File: src/rtl/i2c_single_reg_master.sv
// I2C initiator issuing one START / address+R/W / single data byte / STOP per command,
// driving an open-drain SCL/SDA pad pair and returning one response per command.
module i2c_single_reg_master #(
    parameter logic [15:0] PRESCALE = 16'd250
) (
    input  logic       clk,
    input  logic       rst,
    input  logic       scl_i,
    output logic       scl_o,
    output logic       scl_t,
    input  logic       sda_i,
    output logic       sda_o,
    output logic       sda_t,
    input  logic [6:0] cmd_addr,
    input  logic       cmd_read,
    input  logic [7:0] cmd_data,
    input  logic       cmd_valid,
    output logic       cmd_ready,
    output logic [7:0] rsp_data,
    output logic       rsp_nack,
    output logic       rsp_valid,
    output logic       busy
);

    typedef enum logic [3:0] {
        IDLE, START, ADDR, ADDR_ACK, WRITE, WRITE_ACK, READ, READ_NACK, STOP, RESP
    } state_t;

    state_t      state, state_next;
    logic        scl_m, scl_s, sda_m, sda_s;
    logic        scl_d1, scl_d2;
    logic [15:0] qcnt;
    logic [1:0]  quarter;
    logic [2:0]  bit_cnt;
    logic [7:0]  shift;
    logic [7:0]  wdata;
    logic        rd;
    logic        nack;

    logic        accept, in_bit, timing, stretch, q_end, last_q, phase_end, last_bit;

    assign accept    = cmd_valid && (state == IDLE);
    assign in_bit    = state inside {ADDR, ADDR_ACK, WRITE, WRITE_ACK, READ, READ_NACK};
    assign timing    = (state != IDLE) && (state != RESP);
    // scl_d2 tracks our own release through the same two-flop delay as the pad input,
    // so only a target genuinely holding SCL low counts as stretching.
    assign stretch   = (in_bit || state == STOP) && (quarter == 2'd2) && scl_d2 && !scl_s;
    assign q_end     = timing && !stretch && (qcnt == PRESCALE - 16'd1);
    assign last_q    = (state == START) ? (quarter == 2'd1) : (quarter == 2'd3);
    assign phase_end = q_end && last_q;
    assign last_bit  = (bit_cnt == 3'd7);

    assign scl_o = scl_t;
    assign sda_o = sda_t;

    always_ff @(posedge clk) begin
        if (rst) state <= IDLE;
        else     state <= state_next;
    end

    always_comb begin
        state_next = state;
        scl_t      = 1'b1;
        sda_t      = 1'b1;
        cmd_ready  = 1'b0;
        rsp_valid  = 1'b0;
        busy       = 1'b1;
        case (state)
            IDLE: begin
                cmd_ready = 1'b1;
                busy      = 1'b0;
                if (accept) state_next = START;
            end
            START: begin
                sda_t = (quarter == 2'd0);
                if (phase_end) state_next = ADDR;
            end
            ADDR: begin
                scl_t = quarter[1];
                sda_t = shift[7];
                if (phase_end && last_bit) state_next = ADDR_ACK;
            end
            ADDR_ACK: begin
                scl_t = quarter[1];
                if (phase_end) begin
                    if (sda_s)   state_next = STOP;
                    else if (rd) state_next = READ;
                    else         state_next = WRITE;
                end
            end
            WRITE: begin
                scl_t = quarter[1];
                sda_t = shift[7];
                if (phase_end && last_bit) state_next = WRITE_ACK;
            end
            WRITE_ACK: begin
                scl_t = quarter[1];
                if (phase_end) state_next = STOP;
            end
            READ: begin
                scl_t = quarter[1];
                if (phase_end && last_bit) state_next = READ_NACK;
            end
            READ_NACK: begin
                scl_t = quarter[1];
                if (phase_end) state_next = STOP;
            end
            STOP: begin
                scl_t = quarter[1];
                sda_t = (quarter == 2'd3);
                if (phase_end) state_next = RESP;
            end
            RESP: begin
                rsp_valid  = 1'b1;
                state_next = IDLE;
            end
            default: state_next = IDLE;
        endcase
    end

    always_ff @(posedge clk) begin
        if (rst) begin
            scl_m    <= 1'b1;
            scl_s    <= 1'b1;
            sda_m    <= 1'b1;
            sda_s    <= 1'b1;
            scl_d1   <= 1'b1;
            scl_d2   <= 1'b1;
            qcnt     <= '0;
            quarter  <= '0;
            bit_cnt  <= '0;
            shift    <= '0;
            wdata    <= '0;
            rd       <= 1'b0;
            nack     <= 1'b0;
            rsp_data <= '0;
            rsp_nack <= 1'b0;
        end else begin
            scl_m  <= scl_i;
            scl_s  <= scl_m;
            sda_m  <= sda_i;
            sda_s  <= sda_m;
            scl_d1 <= scl_t;
            scl_d2 <= scl_d1;

            if (!timing || stretch) begin
                qcnt <= '0;
                if (!timing) quarter <= '0;
            end else if (q_end) begin
                qcnt    <= '0;
                quarter <= last_q ? 2'd0 : quarter + 2'd1;
            end else begin
                qcnt <= qcnt + 16'd1;
            end

            if (accept) begin
                wdata   <= cmd_data;
                rd      <= cmd_read;
                shift   <= {cmd_addr, cmd_read};
                nack    <= 1'b0;
                bit_cnt <= '0;
            end else if (phase_end) begin
                case (state)
                    ADDR, WRITE: begin
                        shift   <= {shift[6:0], 1'b0};
                        bit_cnt <= bit_cnt + 3'd1;
                    end
                    READ: begin
                        shift   <= {shift[6:0], sda_s};
                        bit_cnt <= bit_cnt + 3'd1;
                    end
                    ADDR_ACK: begin
                        if (sda_s) nack <= 1'b1;
                        else       shift <= wdata;
                    end
                    WRITE_ACK: nack <= sda_s;
                    STOP: begin
                        rsp_data <= (rd && !nack) ? shift : 8'h00;
                        rsp_nack <= nack;
                    end
                    default: ;
                endcase
            end
        end
    end

endmodule

File: config.mk
export PLATFORM = sky130hd
export DESIGN_NAME = i2c_single_reg_master
export DESIGN_NICKNAME = d
export VERILOG_FILES = /design/src/rtl/i2c_single_reg_master.sv
export SDC_FILE = /design/constraint.sdc
export NUM_CORES = 1
export LEC_CHECK = 0
export ABC_AREA = 0
export BUFFER_PORTS_ARGS = -buffer_cell sky130_fd_sc_hd__buf_2
export CORE_MARGIN = 1.5
export CORE_UTILIZATION = 55
export CTS_CLUSTER_DIAMETER = 40
export DETAILED_ROUTE_END_ITERATION = 8
export PLACE_DENSITY = 0.76
export SETUP_SLACK_MARGIN = 0.3
export SLEW_MARGIN = 20
export SYNTH_ARGS = -nofsm -noshare
export SYNTH_HDL_FRONTEND = slang
export SYNTH_SLANG_ARGS = --single-unit
File: constraint.sdc
create_clock -name clk -period 6.2 [get_ports clk]
set_clock_uncertainty 0.15 [all_clocks]
set_input_delay 0.31 -clock clk [delete_from_list [all_inputs] [get_ports clk]]
set_output_delay 0.31 -clock clk [all_outputs]
set_load 0.02 [all_outputs]
==> out/metrics.cfg <==
[run_status]
status=complete, no violations

[critical_path]
crit_required_ps=6320
critPathTopFamily=simple AND/OR/NAND/NOR gates
cp_slowest_stage_delay_ps=700
path_cells=nor4b_1 -> mux2i_1 -> nor4b_1 -> and3_1 -> mux2i_1
cp_max_fo=16
end_kind=flop
r2r_end=bit_cnt[2]
reg2reg_setup_slack_ps=3130
worstPathArrival_ps=3190
critPathLaunchType=flop
r2r-start=state[0]
rr_worst_depth=5
crit_type=reg -> reg
cp_slowest_cell=nor4b_1
path_buf_inv=0

[timing]
finalHoldViolCount=0
finalSetupViolCount=0
period_needed_ps=3070
drv_slew=0
slew_headroom_pct=42.8
rsz0062_at_grt=false
worstMarginPinSlew_ps=834
hold_slack_ps=54.6
fmax_mhz=325
fin_setup_tns_ps=0
timing.final.crit_share_pct=49.6

[route]
drc=0
drt_wl_total_um=6490
dr_total_vias=2571
postRouteAntennaNets=0
first_pass_iters=4
wl_per_cell_um=14.4
vias_per_cell=5.69
drtIter0Drc=249

[clock_network]
cts_buffer_depth=2
cts_buffers=9
cts-htree-levels=3
clock-root-buffer=clkbuf_8
tritoncts=done
clkLatencyLatePin_ps=340
clkTransAtPathRegs_ps=70
cts.sinks=58

[worst_hold_path]
hold_path.class=in -> reg
whs_path_depth=3
hold_start=cmd_data[4]
hold_end=wdata[4]

[cells_and_area]
nFillCells=462
layout_common_cells=dfxtp_1 (58), nand2_1 (46), nor2_1 (37)
final_util_pct=65.8
final_common_cell=dfxtp_1
diodes=0
final_nets=406
final_layout_size_suffix_gt1_share_pct=17.8
area_growth_pct=14.9
stdcell_count=452
finalInstanceArea_um2=3380

[yosys]
synthesis.area_um2=2940
synth_top_area_share_pct=39.5
synthCells=349
yosysUniqueCellTypes=49
synth-seq-cells=58
synth_edf_count=0
synth-seq-area-share_pct=39.5
syn-num-nets=378
yosysWarnings=0
ys_async_sr_fraction_pct=0
synth_largest_area_cell=dfxtp_1
postSynthAreaPerCell_um2=8.43
synth_ff_type=dfxtp_1
synthTopCellsByArea=dfxtp_1 (39%), nand2_1 (5.9%), a211oi_1 (5.4%), nor2_1 (4.7%), mux2i_1 (4.1%)

[pwr]
peakVddDrop_v=0.000174
seqPwrFrac_pct=45.5
power.internal_uw=657
p_per_area_nw_per_um2=255
p_sw_uw=205
comb_power_share_pct=7.5
pwr-share-clk_pct=47.0
leakagePower_uw=0.00123
netSwitchingFraction_pct=23.8

[place]
place_area_um2=3120
hpwl_um=4380
io_buffers=36
gp_congestion=0.856
place_inst=434

[global_routing]
grt_pass1_vias=2405
grt_pass1_wl_um=11100
grt_usage_pct=24.0
grt_max_degree=47
gr-total-overflow=0
antenna_found_initial=0

[floorplanning]
initial_core_util_pct=57.3
chipHeight_um=76.1
ios=37
core.rowCount=26
die_area_um2=5800
core-area_um2=5140
die_w_um=76.1

[flow_run]
maxCapViolations=0

==> area by class of cell <==
type	count	area (µm²)	area share [%]
clock inverter	4	73.8	2.18
inverter	8	30.0	0.888
timing repair buffer	39	208	6.14
clock buffer	12	155	4.59
tap	70	87.6	2.59
multi-input combinational	261	1670	49.3
sequential	58	1160	34.3
==> power groups by stage <==
stage          clock network (µW)  logic, µW  registers, µW
2_1_floorplan                   0       48.5            396
3_3_place_gp                    0       61.1            400
3_5_place_dp                    0       62.4            400
4_1_cts                       409       64.1            392
5_1_grt                       423       71.7            393
6_report                      405       64.6            392
==> kinds of logic (layout without fill, tap and decap cells) <==
| kind of cell | Yosys count | after routing | share of synthesized area (%) |
|---|---|---|---|
| adder cells (fa/ha/maj) | 8 | 8 | 3.40 |
| AO/OA/AOI/OAI | 59 | 59 | 13.7 |
| AND/OR/NAND/NOR | 165 | 165 | 29.9 |
| XOR/XNOR | 15 | 15 | 4.46 |
| multiplexers | 14 | 14 | 4.85 |
| flip-flops | 58 | 58 | 39.5 |
| buffers and inverters | 30 | 63 | 4.25 |
==> registers in the layout, indices dropped and copies added (netlist names), 2 cells and up <==
signal,cells
quarter,2
state,4
wdata,8
qcnt,16
shift,8
bit_cnt,3
rsp_data,8
==> tightest hold or removal path: stages <==
cell and delay, ps:
buf_2 90, nand2_1 50, a21oi_1 50
==> stage by stage <==
| stage | power (µW) | setup slack [ps] |
|---|---|---|
| 3_5_place_dp | 463 | 3130 |
| 6_report | 862 | 3130 |
| 5_1_grt | 888 | 2920 |
| 2_1_floorplan | 444 | 3610 |
| 4_1_cts | 865 | 3090 |
| 3_3_place_gp | 461 | 3280 |
==> Yosys cell counts, types with 2 or more instances <==
master,instances
dfxtp_1,58
a211oi_1,21
o21ai_0,12
nor3_1,4
nor2_1,37
nor3b_1,2
nand4_1,4
nor4b_1,5
xor2_1,9
nand3b_1,13
nor2b_1,2
inv_1,7
or2_2,6
nor4_1,3
buf_4,3
clkbuf_1,17
or4_4,2
a41o_1,2
mux2i_1,12
nand2b_1,5
nand3_1,13
ha_1,8
xnor2_1,6
nor4_2,2
a21oi_1,17
a211oi_2,2
nand2_1,46
and3_1,10
==> repair_timing <==
| action | in CTS | in global routing |
|---|---|---|
| endpoints found under the hold margin | 2 | 0 |
| hold buffers | 2 | 0 |
| setup buffers | 0 | 0 |
| gates resized for setup | 0 | 0 |
==> worst max-delay path by stage <==
stage                   from         end  slack [ps]  cells after the start
floorplan            qcnt[2]    shift[0]        3610                      5
global placement     qcnt[2]    shift[5]        3280                      5
detailed placement  state[0]    shift[5]        3130                      5
CTS                 state[0]    shift[5]        3090                      5
global route        state[0]  bit_cnt[0]        2920                      5
finish              state[0]  bit_cnt[2]        3130                      5
==> per-layer routing <==
layer	routed length [µm]	global-route usage, %	up-vias
met5	0	0	-
met4	166	12.4	0
met3	358	5.15	14
met2	2920	37.4	76
met1	3040	31.3	1191
li1	-	-	1290
No activity file was read; power rests on OpenSTA's default activity.
